[src/rtl/uart_byte_rx_if.sv]
// Byte-receiver bus: the serial line going in and the byte/strobe outputs
// going to the command parser.
//
// Handshake: byte_valid is a one-cycle strobe with no ready/backpressure.
// data_out is already stable in the cycle byte_valid is high and holds
// until the next good byte. frame_err is a one-cycle strobe that never
// coincides with byte_valid.
interface uart_byte_rx_if;
  logic       rx;
  logic [7:0] data_out;
  logic       byte_valid;
  logic       frame_err;
  logic       busy;

  // The receiver drives the byte side and reads the line.
  modport master (
    input  rx,
    output data_out,
    output byte_valid,
    output frame_err,
    output busy
  );

  // The environment drives the line and consumes bytes.
  modport slave (
    output rx,
    input  data_out,
    input  byte_valid,
    input  frame_err,
    input  busy
  );
endinterface

[src/rtl/uart_byte_rx.sv]
// 8N1 UART byte receiver. It samples mid-bit from a synchronised rx, rejects
// start-bit glitches, reports framing errors and waits out break conditions.
module uart_byte_rx #(
  parameter int CLKS_PER_BIT = 10416
) (
  input  logic                  clk,
  input  logic                  rst_n,
  uart_byte_rx_if.master        bus,
  output logic [2:0]            state_dbg
);

  localparam int CW = $clog2(CLKS_PER_BIT);
  localparam logic [CW-1:0] HALF_M1 = CW'(CLKS_PER_BIT / 2 - 1);
  localparam logic [CW-1:0] FULL_M1 = CW'(CLKS_PER_BIT - 1);

  typedef enum logic [2:0] {
    S_IDLE      = 3'd0,
    S_START     = 3'd1,
    S_DATA      = 3'd2,
    S_STOP      = 3'd3,
    S_DONE      = 3'd4,
    S_WAIT_IDLE = 3'd5
  } state_t;

  state_t          state;
  logic [CW-1:0]   cnt;
  logic [2:0]      bit_idx;
  logic [7:0]      shift;
  logic            rx_meta;
  logic            rxs;
  logic [7:0]      data_q;
  logic            byte_valid_q;
  logic            frame_err_q;
  logic            busy_q;

  // Two-flop synchroniser; resets to the idle (high) line level.
  always_ff @(posedge clk) begin
    if (!rst_n) begin
      rx_meta <= 1'b1;
      rxs     <= 1'b1;
    end else begin
      rx_meta <= bus.rx;
      rxs     <= rx_meta;
    end
  end

  // Receive FSM with registered strobes and busy.
  always_ff @(posedge clk) begin
    if (!rst_n) begin
      state        <= S_IDLE;
      cnt          <= '0;
      bit_idx      <= 3'd0;
      shift        <= 8'h00;
      data_q       <= 8'h00;
      byte_valid_q <= 1'b0;
      frame_err_q  <= 1'b0;
      busy_q       <= 1'b0;
    end else begin
      byte_valid_q <= 1'b0;
      frame_err_q  <= 1'b0;
      case (state)
        S_IDLE: begin
          cnt <= '0;
          if (!rxs) begin
            state  <= S_START;
            busy_q <= 1'b1;
          end
        end
        S_START: begin
          if (cnt == HALF_M1) begin
            cnt <= '0;
            if (!rxs) begin
              state   <= S_DATA;
              bit_idx <= 3'd0;
            end else begin
              // Start bit vanished before mid-bit: treat as a glitch.
              state  <= S_IDLE;
              busy_q <= 1'b0;
            end
          end else begin
            cnt <= cnt + CW'(1);
          end
        end
        S_DATA: begin
          if (cnt == FULL_M1) begin
            cnt            <= '0;
            shift[bit_idx] <= rxs;
            if (bit_idx == 3'd7) begin
              state <= S_STOP;
            end else begin
              bit_idx <= bit_idx + 3'd1;
            end
          end else begin
            cnt <= cnt + CW'(1);
          end
        end
        S_STOP: begin
          if (cnt == FULL_M1) begin
            cnt <= '0;
            if (rxs) begin
              // Load data on the same edge the strobe rises.
              data_q       <= shift;
              byte_valid_q <= 1'b1;
              state        <= S_DONE;
            end else begin
              frame_err_q <= 1'b1;
              state       <= S_WAIT_IDLE;
            end
          end else begin
            cnt <= cnt + CW'(1);
          end
        end
        S_DONE: begin
          state  <= S_IDLE;
          busy_q <= 1'b0;
        end
        S_WAIT_IDLE: begin
          // Hold off new starts until the line returns high (break handling).
          if (rxs) begin
            state  <= S_IDLE;
            busy_q <= 1'b0;
          end
        end
        default: begin
          state  <= S_IDLE;
          cnt    <= '0;
          busy_q <= 1'b0;
        end
      endcase
    end
  end

  assign bus.data_out   = data_q;
  assign bus.byte_valid = byte_valid_q;
  assign bus.frame_err  = frame_err_q;
  assign bus.busy       = busy_q;
  assign state_dbg      = state;

endmodule

[src/flat_wrapper.sv]
// flat-port wrapper written by rule: the top's interface ports become plain ports
module uart_byte_rx_flat 
#(
  parameter int CLKS_PER_BIT = 10416
)
  (clk, rst_n, state_dbg, bus_rx, bus_data_out, bus_byte_valid, bus_frame_err, bus_busy);
  uart_byte_rx_if bus_i ();
  input  logic clk;
  input  logic rst_n;
  output logic [2:0] state_dbg;
  input wire logic [$bits(bus_i.rx)-1:0] bus_rx;
  output wire logic [$bits(bus_i.data_out)-1:0] bus_data_out;
  output wire logic [$bits(bus_i.byte_valid)-1:0] bus_byte_valid;
  output wire logic [$bits(bus_i.frame_err)-1:0] bus_frame_err;
  output wire logic [$bits(bus_i.busy)-1:0] bus_busy;
  assign bus_i.rx = bus_rx;
  assign bus_data_out = bus_i.data_out;
  assign bus_byte_valid = bus_i.byte_valid;
  assign bus_frame_err = bus_i.frame_err;
  assign bus_busy = bus_i.busy;
  uart_byte_rx #(.CLKS_PER_BIT(CLKS_PER_BIT)) u_core (.clk(clk), .rst_n(rst_n), .bus(bus_i), .state_dbg(state_dbg));
endmodule
[config.mk]
export PLATFORM = sky130hd
export DESIGN_NAME = uart_byte_rx_flat
export DESIGN_NICKNAME = d
export VERILOG_FILES = /design/src/rtl/uart_byte_rx_if.sv /design/src/rtl/uart_byte_rx.sv /design/src/flat_wrapper.sv
export SDC_FILE = /design/constraint.sdc
export NUM_CORES = 1
export LEC_CHECK = 0
export ABC_CLOCK_PERIOD_IN_PS = 3100
export CORE_ASPECT_RATIO = 0.9
export CORE_MARGIN = 5
export CORE_UTILIZATION = 50
export CTS_BUF_LIST = sky130_fd_sc_hd__clkbuf_4
export DETAILED_ROUTE_END_ITERATION = 10
export PLACE_DENSITY = 0.7
export SLEW_MARGIN = 40
export SYNTH_ARGS = -nofsm -noshare
export SYNTH_HDL_FRONTEND = slang
export SYNTH_SLANG_ARGS = --single-unit
[constraint.sdc]
create_clock -name clk -period 3.1 [get_ports clk]
set_clock_uncertainty 0.1 [all_clocks]
set_input_delay 0.62 -clock clk [delete_from_list [all_inputs] [get_ports clk]]
set_output_delay 0.62 -clock clk [all_outputs]
set_load 0.02 [all_outputs]
==> metrics <==
Sink Count 41; Cells after Synth 233; DRT Wirelength 3909 um; peak supply drop 231.5 uV; antenna violations before repair 0; Tmin final 2.466 ns; cts bufs inserted 5; num rows 22; Max Slew Vio Count 0; Syn Nets 240; ANT nets after route 0; Power Density 474.0 mW/mm2; # IOs 17; top post-synthesis cells by area dfxtp_1 (39%), mux2i_1 (7.2%), nand2_1 (5.0%); clk root buf clkbuf_4; Final TNS setup 0 ns; GRT Total Usage 0.1509; I/O Buffers 16; # Post-CTS Setup Buffers 0; post-synth top area share 0.3940; Comb pwr share 0.152; sequential share of power 0.539; die height 71.24 um; Crit Path Class reg -> reg; Final Util 0.5591; Switching Fraction 0.2765; leakage power 0.8368 nW; syn avg cell area 8.941 um2; placed cell areas 0.002190 mm2; PostCTS Resize Cnt 0; RSZ-0062 raised after global routing no; leading area contributor after synthesis dfxtp_1; setup slack, reg-to-reg 0.63 ns; Detailed Routing Iterations Pass 1 4; top_reg_cell synth dfxtp_1; Setup crit start kind flop; Pwr Total 1.072 mW; setup violators final 0; Yosys cell types 48; drt wl/cell 13.48 um; Rel. slew slack 0.5409; endpoint class of the critical path flop; Tightest Hold Check Type reg -> reg; initial core utilization 0.5148; final hold vios 0; worst slew pin tran 0.6886 ns; FFs w/ async S/R, synth 0; CTS max path bufs 2; Clk network pwr share 0.309; Syn-to-layout area delta 8.589%; Synth Register Bits 41; CTS tree built; maximum number of pins on one net before global-route repair 23; Max Cap Viol 0; die span in x 78.04 um; die area 0.005559 mm2; status complete, no violations; Finished Cell Area 0.002262 mm2; top layer in use met4; first-pass GRT wire length 6893 um; via density per instance 5.693; met1 WL 2054 um; core region area 0.004046 mm2; # DRC 0; CTS H-tree depth 2; hpwl dp 2749 um; Hold Buf Count CTS 0; diode count 0; net load switching power 0.2965 mW; nets@finish 249; Routed met3 length 161 um; clock latency on the worst-skew pair 0.35 ns; GRT overflow 0; 1st-iter DRT viols 115; FMAX 0.4055 GHz; Post-synth EDFFs 0; Seq/Total Area, Yosys 0.3940; share of layout cells above drive strength 1 0.09917; worst-path maximum fanout 10; YS warnings 0; vias in the first global route 1,514; fillers 377; Pint 0.7759 mW; Reg clk slew, reported paths 0.12 ns; GP Congestion 0.8230; Worst EP required 3.23 ns; Final Cycle Share 0.7955; total vias in the final route 1,651; CP arrival 2.60 ns; synthesized area 0.002083 mm2; metal2 WL 1623 um
==> cells in the mapped netlist (2+ instances only) <==
cell type / number
a21oi_1: 8
a22oi_1: 2
a31oi_1: 12
a41oi_1: 3
and3_1: 3
buf_1: 2
buf_4: 2
buf_6: 2
clkbuf_1: 3
clkbuf_2: 2
clkbuf_8: 4
dfxtp_1: 41
ha_1: 4
inv_1: 5
mux2i_1: 15
nand2_1: 28
nand2b_1: 7
nand3_1: 9
nand3b_1: 3
nand4_1: 8
nor2_1: 26
nor2b_1: 2
nor3_1: 5
nor3b_1: 2
nor4_1: 2
nor4bb_1: 2
o21ai_0: 6
o21ai_1: 2
o31ai_1: 2
or2b_2: 2
or3b_2: 2
==> cell type report <==
class | instances | area (um2) | area share
Clock buffer | 5 | 37.54 | 0.01659
Clock inverter | 2 | 35.03 | 0.01549
Inverter | 5 | 18.77 | 0.008296
Multi-Input combinational cell | 172 | 1122 | 0.4961
Sequential cell | 41 | 820.8 | 0.3628
Tap cell | 48 | 60.06 | 0.02655
Timing Repair Buffer | 17 | 167.7 | 0.07412
==> flip-flops by register name (all words and copies together) (netlist names) <==
name / count
u_core.bus.frame_err: 1
u_core.state_dbg: 3
u_core.bit_idx: 3
u_core.cnt: 14
u_core.bus.byte_valid: 1
u_core.bus.busy: 1
u_core.bus.data_out: 8
u_core.rx_meta: 1
u_core.shift: 8
u_core.rxs: 1
==> cell families (layout without fill, tap and decap cells) <==
logic type | after synthesis | after routing | share of synthesized area
AOI/OAI and AO/OA | 44 | 44 | 0.1550
adders and majority gates | 4 | 4 | 0.02402
buffers and inverters | 20 | 29 | 0.06727
DFF | 41 | 41 | 0.3940
muxes | 16 | 16 | 0.07748
and+or+nand+nor | 108 | 108 | 0.2823
==> cell usage in the layout, fill, tap and decap left out, types with 2 or more instances in the layout <==
master / instances
nand3_1: 9
dfxtp_1: 41
o31ai_1: 2
nor3b_1: 2
nor2_1: 26
or3b_2: 2
clkbuf_4: 5
a21oi_1: 8
and3_1: 3
ha_1: 4
clkdlybuf4s50_1: 16
nand2_1: 28
mux2i_1: 15
nand2b_1: 7
nor3_1: 5
a22oi_1: 2
o21ai_1: 2
nand4_1: 8
inv_1: 5
nor4_1: 2
or2b_2: 2
nor4bb_1: 2
a31oi_1: 12
a41oi_1: 3
nor2b_1: 2
nand3b_1: 3
o21ai_0: 6
==> per-layer routing <==
metal | up-vias | global-route usage
met3 | 7 | 0.04774
met2 | 24 | 0.2188
li1 | 866 | -
met4 | 0 | 0.06191
met1 | 754 | 0.2072
met5 | - | 0
==> through the flow <==
stage / std cells / hold slack, ns / worst slack (ns)
after floorplan: 233 / 0.2863 / 1.093
after global placement: 283 / 0.2945 / 0.6650
after detailed placement: 283 / 0.3150 / 0.6573
after CTS: 290 / 0.3397 / 0.6595
after global routing: 290 / 0.3530 / 0.4744
final: 290 / 0.3400 / 0.6340
==> path summary, 6_finish.rpt <==
| kind | start | end | depth (start not counted) |
|---|---|---|---|
| worst max-delay path | u_core.cnt[0] | u_core.shift[0] | 6 |
| worst min-delay path | u_core.rx_meta | u_core.rxs | 1 |
| worst max register to register | u_core.cnt[0] | u_core.shift[0] | 6 |
| worst min register to register | u_core.rx_meta | u_core.rxs | 1 |
==> critical path, stage by stage, from the launching register on <==
cell	delay [ns]
dfxtp_1	0.49
ha_1	0.27
nand3_1	0.22
and4b_2	0.52
nand3_1	0.26
o311ai_0	0.36
o41ai_1	0.13
==> power groups by stage <==
stage | combinational, mW | sequential (mW) | clock (mW)
after floorplan | 0.151 | 0.578 | 0
after global placement | 0.162 | 0.590 | 0
after detailed placement | 0.163 | 0.590 | 0
after CTS | 0.163 | 0.578 | 0.344
after global routing | 0.183 | 0.585 | 0.363
final | 0.163 | 0.578 | 0.331
Note: power is estimated with default switching activity, not from simulation.
